File: src/rtl/stream_fifo_if.sv
// Valid/ready stream bundle around the stream_fifo: upstream (sIn) and downstream (sOut) sides.
// The FIFO takes the slave modport; the producer/consumer environment takes master.
interface stream_fifo_if #(
   parameter int unsigned N = 8
);
   logic [N-1:0] sIn;
   logic         sIn_valid;
   logic         sIn_ready;
   logic [N-1:0] sOut;
   logic         sOut_valid;
   logic         sOut_ready;

   modport master (
      output sIn, sIn_valid, sOut_ready,
      input  sIn_ready, sOut, sOut_valid
   );

   modport slave (
      input  sIn, sIn_valid, sOut_ready,
      output sIn_ready, sOut, sOut_valid
   );
endinterface

File: src/rtl/stream_fifo.sv
// Elastic valid/ready FIFO feeding the stream-pop primitives.
// Optional fall-through when empty: define STREAM_FIFO_BYPASS_EN.
module stream_fifo #(
   parameter int unsigned N     = 8,
   parameter int unsigned DEPTH = 4,
   parameter int unsigned AW    = 2
) (
   input  logic          clk,
   input  logic          nrst,
   stream_fifo_if.slave  s,
   output logic [AW:0]   count
);
   logic [AW:0]  wr_ptr_q, wr_ptr_d;
   logic [AW:0]  rd_ptr_q, rd_ptr_d;
   logic [N-1:0] mem_q [DEPTH];
   logic         full, empty, push, pop, wr_en, rd_en;

   // Extra wrap bit distinguishes full from empty when the low bits match.
   assign full  = (wr_ptr_q[AW] != rd_ptr_q[AW]) &&
                  (wr_ptr_q[AW-1:0] == rd_ptr_q[AW-1:0]);
   assign empty = (wr_ptr_q == rd_ptr_q);
   assign count = wr_ptr_q - rd_ptr_q;

   assign s.sIn_ready = nrst && !full;
   assign push        = s.sIn_valid && s.sIn_ready;
   assign pop         = s.sOut_valid && s.sOut_ready;

`ifdef STREAM_FIFO_BYPASS_EN
   logic bypass;
   assign bypass       = empty && s.sIn_valid && nrst;
   assign s.sOut_valid = !empty || bypass;
   assign s.sOut       = empty ? s.sIn : mem_q[rd_ptr_q[AW-1:0]];
   // A word consumed straight through never touches storage.
   assign wr_en        = push && !(bypass && s.sOut_ready);
   assign rd_en        = pop && !empty;
`else
   assign s.sOut_valid = !empty;
   assign s.sOut       = mem_q[rd_ptr_q[AW-1:0]];
   assign wr_en        = push;
   assign rd_en        = pop;
`endif

   always_comb begin
      wr_ptr_d = wr_ptr_q;
      rd_ptr_d = rd_ptr_q;
      if (wr_en) wr_ptr_d = wr_ptr_q + {{AW{1'b0}}, 1'b1};
      if (rd_en) rd_ptr_d = rd_ptr_q + {{AW{1'b0}}, 1'b1};
   end

   always_ff @(posedge clk or negedge nrst) begin
      if (!nrst) begin
         wr_ptr_q <= '0;
         rd_ptr_q <= '0;
      end else begin
         wr_ptr_q <= wr_ptr_d;
         rd_ptr_q <= rd_ptr_d;
      end
   end

   always_ff @(posedge clk) begin
      if (wr_en) mem_q[wr_ptr_q[AW-1:0]] <= s.sIn;
   end
endmodule

File: src/flat_wrapper.sv
// flat-port wrapper written by rule: the top's interface ports become plain ports
module stream_fifo_flat 
#(
   parameter int unsigned N     = 8,
   parameter int unsigned DEPTH = 4,
   parameter int unsigned AW    = 2
)
  (clk, nrst, count, s_sIn, s_sIn_valid, s_sOut_ready, s_sIn_ready, s_sOut, s_sOut_valid);
  stream_fifo_if #(.N(N)) s_i ();
  input  logic clk;
  input  logic nrst;
  output logic [AW:0] count;
  input wire logic [$bits(s_i.sIn)-1:0] s_sIn;
  input wire logic [$bits(s_i.sIn_valid)-1:0] s_sIn_valid;
  input wire logic [$bits(s_i.sOut_ready)-1:0] s_sOut_ready;
  output wire logic [$bits(s_i.sIn_ready)-1:0] s_sIn_ready;
  output wire logic [$bits(s_i.sOut)-1:0] s_sOut;
  output wire logic [$bits(s_i.sOut_valid)-1:0] s_sOut_valid;
  assign s_i.sIn = s_sIn;
  assign s_i.sIn_valid = s_sIn_valid;
  assign s_i.sOut_ready = s_sOut_ready;
  assign s_sIn_ready = s_i.sIn_ready;
  assign s_sOut = s_i.sOut;
  assign s_sOut_valid = s_i.sOut_valid;
  stream_fifo #(.N(N), .DEPTH(DEPTH), .AW(AW)) u_core (.clk(clk), .nrst(nrst), .s(s_i), .count(count));
endmodule
File: config.mk
export PLATFORM = sky130hd
export DESIGN_NAME = stream_fifo_flat
export DESIGN_NICKNAME = d
export VERILOG_FILES = /design/src/rtl/stream_fifo_if.sv /design/src/rtl/stream_fifo.sv /design/src/flat_wrapper.sv
export SDC_FILE = /design/constraint.sdc
export NUM_CORES = 1
export LEC_CHECK = 0
export ABC_CLOCK_PERIOD_IN_PS = 4100
export CAP_MARGIN = 20
export CELL_PAD_IN_SITES_DETAIL_PLACEMENT = 1
export CELL_PAD_IN_SITES_GLOBAL_PLACEMENT = 1
export CORE_UTILIZATION = 35
export CTS_CLUSTER_DIAMETER = 40
export DETAILED_ROUTE_END_ITERATION = 10
export HOLD_SLACK_MARGIN = 0.12
export PLACE_DENSITY_LB_ADDON = 0.1
export SLEW_MARGIN = 10
export SYNTH_ARGS = -nofsm -noshare
export SYNTH_HDL_FRONTEND = slang
export SYNTH_SLANG_ARGS = --single-unit
export TNS_END_PERCENT = 5
File: constraint.sdc
create_clock -name clk -period 4.1 [get_ports clk]
set_input_delay 0.82 -clock clk [delete_from_list [all_inputs] [get_ports clk]]
set_output_delay 0.82 -clock clk [all_outputs]
set_load 0.1 [all_outputs]
## Yosys cells after proc, flatten, opt, wreduce, memory -nomap -nowiden

Memories as Yosys holds them, arrays and structs flattened.
Index checks and enable logic that the tools add are counted.

- Equality and inequality tests: 3
- Add/sub/neg operators: 3
- Mux-type cells: 2
- Reduce and logical (&&, ||, !) cells: 6

Operators with widths:

| kind | number |
|---|---|
| 3-bit by 1-bit adder with 3-bit output, second input constant | 2 |
| 1-bit logical AND | 4 |
| 3-bit equality test | 1 |
| 3-bit subtractor | 1 |
| 2-bit equality test | 1 |
| 1-bit zero test | 2 |
| 1-bit 2-to-1 mux | 2 |
| 1-bit inequality test | 1 |

- Word-level logic and storage cells: 17
- Bits in registers: 6
- Memories: 1
- RAM bits: 32
- Input port bits: 12
- Output and inout port bits: 13

Memories:

| memory | depth | width | rd ports | clocked after memory_dff | write ports | RTL line | RTL |
|---|---|---|---|---|---|---|---|
| u_core.mem_q | 4 | 8 | 1 | 0 | 1 | stream_fifo.sv:15 | `logic [N-1:0] mem_q [DEPTH];` |

## Logic depth before layout (Yosys ltp)

- Depth after elaboration: 7
- Gate-level depth with buffers: 6
- Mapped depth without buffers: 5

## Least setup slack after synthesis

Ideal clock, no wire load.

- Kind: register -> output
- From: register u_core.wr_ptr_q[0]
- To: output count[2]
- Required time: 3.280 ns
- Path buffers: 0
- Cell stages (with the launch flop): 5
- Path slack: 0.692 ns
- Data arrival time: 2.588 ns
- Cell sequence: dfrtp_1 inv_1 ha_1 fa_1 xnor2_1

- Longest elaborated chain between the ends: 1

Ends and longest elaborated chain:

| element | RTL line | RTL |
|---|---|---|
| start, declared | stream_fifo.sv:13 | `logic [AW:0] wr_ptr_q, wr_ptr_d;` |
| start signal, assigned | stream_fifo.sv:55 | `wr_ptr_q <= wr_ptr_d;` |
| 3-bit subtractor | stream_fifo.sv:22 | `assign count = wr_ptr_q - rd_ptr_q;` |
| end, declared | flat_wrapper.sv:12 | `output logic [AW:0] count;` |

No other way between the ends.

## Final worst setup path

- From: register u_core.rd_ptr_q[1]
- To: output s_sOut[5]

- Longest elaborated chain between the ends: 1

Ends and longest elaborated chain:

| element | RTL line | RTL |
|---|---|---|
| start, declared | stream_fifo.sv:14 | `logic [AW:0] rd_ptr_q, rd_ptr_d;` |
| start signal, assigned | stream_fifo.sv:56 | `rd_ptr_q <= rd_ptr_d;` |
| memory read 4 x 8 bit | - |  |
| end, declared | flat_wrapper.sv:17 | `output wire logic [$bits(s_i.sOut)-1:0] s_sOut;` |

No other way between the ends.

==> metrics.txt <==
Clock Pin Slew Worst Setup and Hold Paths=around 80 ps; Initial Utilization=between 30% and 40%; status=finished clean; Period minus WS final=between 3000 and 4000 ps; area leader, netlist=edfxtp_1; CP Data Arrival Time=2440 ps; syn_area_per_cell=19.08 um^2; Ys Warns=0; Placed Instances=160; final WL=a little under 3 mm; endpoint class of the critical path=output pin; Max-Cap Viols=0; Post-synth EDFFs=32; number of diodes=0; final cycle utilization of the critical path=79.54%; Die W=70.07 um; Worst Tran Pin Value=961.1 ps; most frequent cell after synthesis=edfxtp_1; Max FO, Critical Path=12; CTS Buf Count=5; final-report hold violation count=0; core area=0.004414 mm^2; # H-tree levels=2; Post-CTS Setup Bufs=0; dominant cells by area after synthesis=edfxtp_1, mux4_2, dfrtp_1, ha_1, and2_2; Distinct cells, synth=23; vias per cell=5.036; DIE HEIGHT=70.07 um; HP Class=reg2reg; Mapped Area=roughly 0.0016 mm^2; die area=0.004909 mm^2; layout cells sized above 1=30.17%; Routed WL per cell=17.49 um; Required @ worst endpoint=3280 ps; Post-Syn Instances=85; drt pass-1 iters=3; post-synthesis register bit count=38; Primary FF master, synth=edfxtp_1; worst skew pair latency=290 ps; syn nets=~110; GRT Total Usage=13.99%; Setup TNS Final=0 ps; Synth-to-Final Area Change=23.38%; # port buffers=24; RSZ-0062 raised after global routing=no; cts repair resizes=0; initial antenna violation count=0; residual DRC count=0; total gr overflow=0; Fillers=429; 1st-iter DRT viols=27; Final nets=135; detailed-route via count=846; TritonCTS clock tree=done; Critical Path Source Type=flip-flop; FFs w/ async S/R, synth=15.79%; fmax=306.7 MHz; HPWL after detailed placement=just over 2 mm; Clock Sinks=38; largest net degree at the start of global routing=13; fin cells=168; top cells by instance count after synthesis=edfxtp_1, mux4_2, ha_1, dfrtp_1, inv_1; Post-CTS Hold Buffers=0; Slew Limit Fails=0; worst setup path class=reg2out; total setup violations reported at the end of the flow=0; Worst Skew=about 6.6 ps; clock root buffer=clkbuf_8; Yosys top cell area share=59.26%; first-pass GRT wire length=4.954 mm; Max clock buf depth=2; GPL Wtd Cong=0.6628; post-synthesis sequential area ratio=about two thirds; Final ANT Viol Nets=0; Std-Cell Rows=24; slew margin rel.=35.72%; vias in the first global route=956; IO Pins=25
## final timing paths
kind | startpoint | endpoint | slack [ps] | depth (start not counted)
worst max-delay path | u_core.rd_ptr_q[1] | s_sOut[5] | 840 | 2
worst min-delay path | u_core.wr_ptr_q[2] | u_core.wr_ptr_q[2] | 610 | 1
worst max register to register | u_core.rd_ptr_q[1] | u_core.mem_q[3][6] | 1970 | 5
worst min register to register | u_core.wr_ptr_q[2] | u_core.wr_ptr_q[2] | 610 | 1
max in group asynchronous | nrst | u_core.rd_ptr_q[0] | 2980 | 1
min in group asynchronous | nrst | u_core.wr_ptr_q[0] | 830 | 1
## metrics by stage
stage	hold WS (ps)	cell area [um^2]	setup slack (ps)	util, %
2_1_floorplan	524.4	1622	692.0	-
3_3_place_gp	573.2	1906	1168	43.17
3_5_place_dp	595.3	1906	1142	43.17
4_1_cts	609.5	2001	815.3	45.32
5_1_grt	630.7	2001	733.6	45.32
6_report	611.7	2001	839.0	45.32
## worst max-delay path, cell delays in order, from the launching register on
cell	delay (ps)
dfrtp_1	710
mux4_2	310
clkdlybuf4s50_1	1130
## registers in the layout, indices dropped and copies added (netlist names)
name and cells:
u_core.wr_ptr_q 3, u_core.rd_ptr_q 3, u_core.mem_q 32
## layer usage
layer	track usage, %	share of wire, %
met4	6.667	2.1
met5	0	0
met3	3.752	3.6
met1	17.41	44
met2	22.65	50
## final cells by class
type	count	area, um^2	area share [%]
Clock buffer	6	82.58	4.128
Clock inverter	2	12.51	0.6254
Inverter	5	18.77	0.9381
Multi-Input combinational cell	40	483.0	24.14
Sequential cell	38	1111	55.53
Tap cell	52	65.06	3.252
Timing Repair Buffer	25	227.7	11.38
## placed cells by master, fill, tap and decap left out, drive strengths merged, types with 4 or more instances in the layout
cell type      count
clkdlybuf4s50     16
edfxtp            32
inv                5
ha                 7
xnor2              4
mux4               8
dfrtp              6
buf                9
and2               5
clkbuf             6
## kinds of logic after synthesis
kind of cell	count (synthesis)	share of synthesized area, %
AOI/OAI and AO/OA	5	3.396
xor gates and xnor gates	4	2.624
adders and majority gates	8	6.636
buffers and inverters	7	1.697
DFF	38	68.52
muxes	10	12.73
and+or+nand+nor	13	4.398
Power is left out: the tool's default activity adds up to more than one toggle a clock period on the data nets, which glitch-free logic cannot reach.
